## config.mk

```make
export PLATFORM = sky130hd
export DESIGN_NAME = qs_fifo
export DESIGN_NICKNAME = d
export VERILOG_FILES = /design/src/rtl/qs_fifo.sv
export SDC_FILE = /design/constraint.sdc
export NUM_CORES = 1
export LEC_CHECK = 0
export ABC_CLOCK_PERIOD_IN_PS = 3100
export BUFFER_PORTS_ARGS = -buffer_cell sky130_fd_sc_hd__buf_2
export CORE_ASPECT_RATIO = 1.1
export CORE_UTILIZATION = 40
export CTS_BUF_LIST = sky130_fd_sc_hd__clkbuf_8
export DETAILED_ROUTE_END_ITERATION = 12
export GPL_TIMING_DRIVEN = 0
export SLEW_MARGIN = 20
export SYNTH_ARGS = -nofsm -noshare
export SYNTH_HDL_FRONTEND = slang
export SYNTH_SLANG_ARGS = --single-unit
```

## constraint.sdc

```tcl
create_clock -name clk -period 3.1 [get_ports clk]
set_clock_uncertainty 0.1 [all_clocks]
set_input_delay 0.31 -clock clk [delete_from_list [all_inputs] [get_ports clk]]
set_output_delay 0.31 -clock clk [all_outputs]
set_load 0.05 [all_outputs]
```

## src/rtl/qs_fifo.sv

```systemverilog
// qs_fifo: single-clock FIFO with full/empty flags and a registered pop data output
module qs_fifo #(
    parameter int DATA_W = 8,
    parameter int DEPTH  = 4
) (
    input  logic              clk,
    input  logic              rst,
    input  logic              push_i,
    input  logic [DATA_W-1:0] push_data_i,
    input  logic              pop_i,
    output logic [DATA_W-1:0] pop_data_o,
    output logic              full_o,
    output logic              empty_o
);
    localparam int PW = $clog2(DEPTH);
    localparam int CW = $clog2(DEPTH + 1);

    logic [DATA_W-1:0] mem_q [DEPTH];
    logic [PW-1:0]     wr_ptr_q, wr_ptr_d;
    logic [PW-1:0]     rd_ptr_q, rd_ptr_d;
    logic [CW-1:0]     count_q, count_d;
    logic [DATA_W-1:0] pop_data_q, pop_data_d;
    logic              push_ok, pop_ok;

    assign full_o     = count_q == CW'(DEPTH);
    assign empty_o    = count_q == '0;
    assign pop_data_o = pop_data_q;

    // Accept decisions, pointer wrap and occupancy update; a pop frees room for a push when full
    always_comb begin
        pop_ok     = pop_i && !empty_o;
        push_ok    = push_i && (!full_o || pop_ok);
        wr_ptr_d   = push_ok ? (wr_ptr_q == PW'(DEPTH - 1) ? '0 : wr_ptr_q + 1'b1) : wr_ptr_q;
        rd_ptr_d   = pop_ok ? (rd_ptr_q == PW'(DEPTH - 1) ? '0 : rd_ptr_q + 1'b1) : rd_ptr_q;
        count_d    = (push_ok && !pop_ok) ? count_q + 1'b1 :
                     (pop_ok && !push_ok) ? count_q - 1'b1 : count_q;
        pop_data_d = pop_ok ? mem_q[rd_ptr_q] : pop_data_q;
    end

    // Control state and read register, cleared by the asynchronous reset
    always_ff @(posedge clk or posedge rst) begin
        if (rst) begin
            wr_ptr_q   <= '0;
            rd_ptr_q   <= '0;
            count_q    <= '0;
            pop_data_q <= '0;
        end else begin
            wr_ptr_q   <= wr_ptr_d;
            rd_ptr_q   <= rd_ptr_d;
            count_q    <= count_d;
            pop_data_q <= pop_data_d;
        end
    end

    // Storage is not reset; only slots behind valid pointers are ever read
    always_ff @(posedge clk) begin
        if (push_ok) mem_q[wr_ptr_q] <= push_data_i;
    end
endmodule

```

Word-level counts from Yosys, hierarchy flattened
Memories as Yosys holds them, arrays and structs flattened. A register that Yosys moved wholly into a read port is not among the register bits.
Cells that the tools add are included.
W data, S select, Z words.
{"block": "totals", "latchBits": 0, "regBits": 7, "mem_count": 1, "wordCells": 28, "out_inout_bits": 10, "ram_bits": 32, "romBits": 0}
{"name": "mem_q", "depth": 4, "word_bits": 8, "read_ports": 1, "rd_clocked_by_memory_dff": 1, "write_ports": 1, "line_no": "18", "rtl": "logic [DATA_W-1:0] mem_q [DEPTH];"}
{"block": "classes", "order_cmp": 0, "muxes": 6, "bitwise": 0, "reduce_logical": 11, "eq_ne": 3, "n_div": 0, "n_shift": 0, "mul": 0, "addsub": 4}
{"op": "$mux W3", "n": 2}
{"op": "$add A2 B1 Y2 const B", "n": 2}
{"op": "$eq A2 B2 Y1 const B", "n": 2}
{"op": "$logic_and A1 B1 Y1", "n": 4}
{"op": "$logic_not A1 Y1", "n": 4}
{"op": "$mux W2", "n": 2}
{"op": "$add A3 B1 Y3 const B", "n": 1}
{"op": "$eq A3 B3 Y1 const B", "n": 1}
{"op": "$logic_not A3 Y1", "n": 1}
{"op": "$sub A3 B1 Y3 const B", "n": 1}
{"op": "$mux W1", "n": 2}
{"op": "$reduce_bool A2 Y1", "n": 1}
{"op": "$logic_or A1 B1 Y1", "n": 1}

Longest topological paths before layout
{"block": "logic_depth", "depth_word": 9, "ltp_mapped": 8}

Least setup slack after synthesis
Ideal clock, no wire load.
{"block": "synth_timing", "path_kind": "register to register", "start": "register count_q[0]", "end": "register count_q[1]", "setup_ps": 125, "required_ps": 2875, "path_slack_ps": 509, "stages_incl_launch_ff": 7, "n_path_buf": 0, "arrival_ps": 2367, "period_less_slack_ps": 2591, "path_cell_list": "dfrtp_1 nor3b_2 a21boi_2 ha_1 inv_1 fa_1 mux2_2"}
{"element": "from (decl)", "line_no": "21", "rtl": "logic [CW-1:0] count_q, count_d;"}
{"element": "from (signal assigned)", "line_no": "50", "rtl": "count_q <= count_d;"}
{"element": "$eq A3 B3 Y1", "line_no": "25", "rtl": "assign full_o = count_q == CW'(DEPTH);"}
{"element": "net full_o", "line_no": "12", "rtl": "output logic full_o,"}
{"element": "$logic_not A1 Y1", "line_no": "32", "rtl": "push_ok = push_i && (!full_o || pop_ok);"}
{"element": "$logic_or A1 B1 Y1", "line_no": "32"}
{"element": "$logic_and A1 B1 Y1", "line_no": "32"}
{"element": "net push_ok", "line_no": "23", "rtl": "logic push_ok, pop_ok;"}
{"element": "$logic_and A1 B1 Y1", "line_no": "35", "rtl": "count_d = (push_ok && !pop_ok) ? count_q + 1'b1 :"}
{"element": "$mux W3", "line_no": "35"}
{"element": "net count_d[1]", "line_no": "21"}
The timed path passes the listed nets, and every way through them passes these cells. The select of a mux whose other input is x is not followed.
A chain may end at the register's enable or synchronous reset.

Final worst setup path
{"block": "layout_timing", "start": "register count_q[0]", "end": "register count_q[2]"}
{"block": "layout_between", "elab_chain_cells": 8}
{"element": "parallel branches: the longest is 8 deep, another holds $sub A3 B1 Y3"}
Parallel ways; which one is timed is not known. The select of a mux whose other input is x is not followed.

==> impl_metrics.toml <==
[power_and_ir_drop]
p_clk_frac = 0.191
power_frac_comb = 0.374
power_density_nw_per_um2 = 1020
internal-power_w = 0.00144
p_sw_frac = 0.351
irDropWorstVdd_mv = 0.361
p_leak_nw = 0.844
p_seq_frac = 0.435
power_switching_w = 0.000778

[logic_synthesis]
synth_top_area_cell = "edfxtp_1"
synth.area.mux_share = 0.166
synthSimpleGateAreaFrac = 0.0290
ys_ff_latch = 47
ys_types = 19
synth_edf_count = 32
synth_top_area_frac = 0.506
ys_warn_count = 0
syn_area_um2 = 1900
ys.flop_type = "edfxtp_1"
ys_seq_area_frac = 0.703
ys_top_cells_by_area = "edfxtp_1, dfrtp_1, mux4_2"
synth_xor_area_frac = 0.0138
synth_most_common_cell = "edfxtp_1"
synth_fa_ha_area_frac = 0.0500
synth_top_family_by_area = "multiplexers"
synth_compound_area_frac = 0.0165
synth_cells = 97
syn_avg_cell_area_um2 = 19.6
async_flop_share = 0.319
syn-num-nets = 116
synth.cells.most_frequent = "edfxtp_1, dfrtp_1, mux2_2"

[timing]
layout_min_cycle_time_ns = 2.31
fmax_mhz = 432
tightestPinTransition_ns = 0.620
holdWs_ns = -0.0231
slew_viol_final = 0
maxSlewHeadroom = 0.587
setup_tns_ns = 0
hold_viol_final = 15
setup_violations = 0
finalCritPeriodShare = 0.747
rsz0062_at_grt = "no"

[clocking]
root_buffer = "clkbuf_8"
path_clk_slew_ns = 0.09
numCtsBuffers = 5
cts_buffer_depth = 2
post_cts_buffers = 0
cts_sinks = 47
clk_latency_ns = 0.29
ctsHoldBuffers = 0
post_cts_resized = 0
cts_tree = "built"
htree_num_levels = 2

[critical_path]
critPathMaxStageDelay_ns = 0.46
crit_path_max_fanout = 10
timing.rr.start = "count_q[0]"
crit_path_frequent_cell = "xor2_1"
crit_path_top_delay_cell = "dfrtp_1"
end_kind = "flip-flop"
critPathKind = "reg -> reg"
arrival_ns = 2.43
crit_start = "count_q[0]"
critPathRequiredTime_ns = 3.22
startpoint_type = "flip-flop"
path_cells = "o31ai_2 > buf_4 > ha_1 > inv_1 > fa_1 > xor2_1 > nor2_1 > xor2_1"

[layout]
area_growth_pct = 14.7
num_antenna_cells = 0
finalNetCount = 144
fillerInstances = 395
final_core_util = 0.491
drive_above_1_share = 0.421

[drt]
route.vias.total = 889
antenna_left = 0
drc = 0
first_pass_iters = 4
wire_per_inst_um = 16.0
wirelength_um = 2880
first_iter_violations = 20
vias_per_cell = 4.94

[placement]
hpwl_um = 2020
place_congestion = 0.742
portBuffers = 21

[global_routing]
grt_pass1_vias = 910
grt_max_degree = 16
overflow = 0
grt_use_total = 0.134
grt_pass1_wl_um = 4470
antenna_found_initial = 0

[floorplan]
io_pins = 22
num_rows = 25
dieArea_um2 = 5030
core_um2 = 4440
start_util = 0.428
die_w_um = 67.7
die_y_um = 74.3

[status]
violations = "negative hold slack"
status = "finished, violations left"

[run]
max_cap_viol_count = 0

[hold_path]
hp-class = "in -> async"
[layer usage]
metal	vias up	wire length [um]	track usage
met3	5	74	0.0322
met1	451	1210	0.164
li1	420	-	-
met4	0	47	0.0709
met2	13	1550	0.220
met5	-	0	0
[sequential cells by signal, summed over array words and instances, names as in the netlist]
| name | cells |
|---|---|
| pop_data_o | 8 |
| wr_ptr_q | 2 |
| count_q | 3 |
| mem_q | 32 |
| rd_ptr_q | 2 |
[cell families (layout without fill, tap and decap cells)]
kind of cell | Yosys count | in the layout
flip-flops | 47 | 47
AO/OA/AOI/OAI | 3 | 3
buffers and inverters | 8 | 37
multiplexers | 20 | 20
adder cells (fa/ha/maj) | 7 | 7
XOR/XNOR | 3 | 3
AND/OR/NAND/NOR | 9 | 9
[worst max-delay path: cells and delay by family (launching register included)]
family	cells	cell delay, ns
XOR/XNOR	2	0.29
buffers and inverters	2	0.33
flip-flops	1	0.46
AO/OA/AOI/OAI	1	0.38
adder cells (fa/ha/maj)	2	0.57
AND/OR/NAND/NOR	1	0.11
[layout make-up]
| cell class | count | area, um^2 | share of cell area |
|---|---|---|---|
| Sequential cell | 47 | 1340 | 0.613 |
| Multi-Input combinational cell | 42 | 523 | 0.240 |
| Timing Repair Buffer | 21 | 105 | 0.0482 |
| Clock inverter | 3 | 38.8 | 0.0178 |
| Clock buffer | 5 | 68.8 | 0.0316 |
| Buffer | 3 | 22.5 | 0.0103 |
| Tap cell | 54 | 67.6 | 0.0310 |
| Inverter | 5 | 18.8 | 0.00861 |
[worst paths after layout]
check / end / slack (ns) / cells past startpoint
worst max-delay path: count_q[2] / 0.79 / 8
min in group clk: mem_q[3][0] / 0.13 / 1
worst min register to register: pop_data_o[0] / 0.40 / 1
worst min-delay path: pop_data_o[3] / -0.02 / 2
worst max register to register: count_q[2] / 0.79 / 8
max in group asynchronous: wr_ptr_q[1] / 2.51 / 2
[cells in the final DEF (no fill, tap or decap), drive strengths merged]
master | synthesis | layout
buf | 2 | 23
and2 | 4 | 4
a21o | 1 | 1
xor2 | 2 | 2
xnor2 | 1 | 1
fa | 1 | 1
mux2 | 12 | 12
clkbuf | 1 | 6
nor2 | 2 | 2
mux4 | 8 | 8
clkinv | 0 | 2
dfrtp | 15 | 15
a21boi | 1 | 1
o31ai | 1 | 1
ha | 6 | 6
edfxtp | 32 | 32
inv | 5 | 5
nor3b | 1 | 1
bufinv | 0 | 1
nor3 | 2 | 2
[metrics by stage]
step	hold slack (ns)	power, W	setup WS [ns]	cell area (um^2)	cells
global route	0.0340	0.00235	0.578	2180	180
floorplan	0.111	0.00163	0.509	1900	97
CTS	0.00989	0.00226	0.765	2180	180
finish	-0.0231	0.00222	0.786	2180	180
detailed placement	0.328	0.00184	0.783	2070	172
global placement	0.311	0.00180	0.799	2070	172
[power groups by stage]
stage	combinational, W	sequential, W	clock, W
2_1_floorplan	0.000479	0.00115	0
3_3_place_gp	0.000834	0.000967	0
3_5_place_dp	0.000852	0.000984	0
4_1_cts	0.000853	0.000969	0.000435
5_1_grt	0.000909	0.000986	0.000455
6_report	0.000830	0.000964	0.000424
No activity file was read; power rests on OpenSTA's default activity.
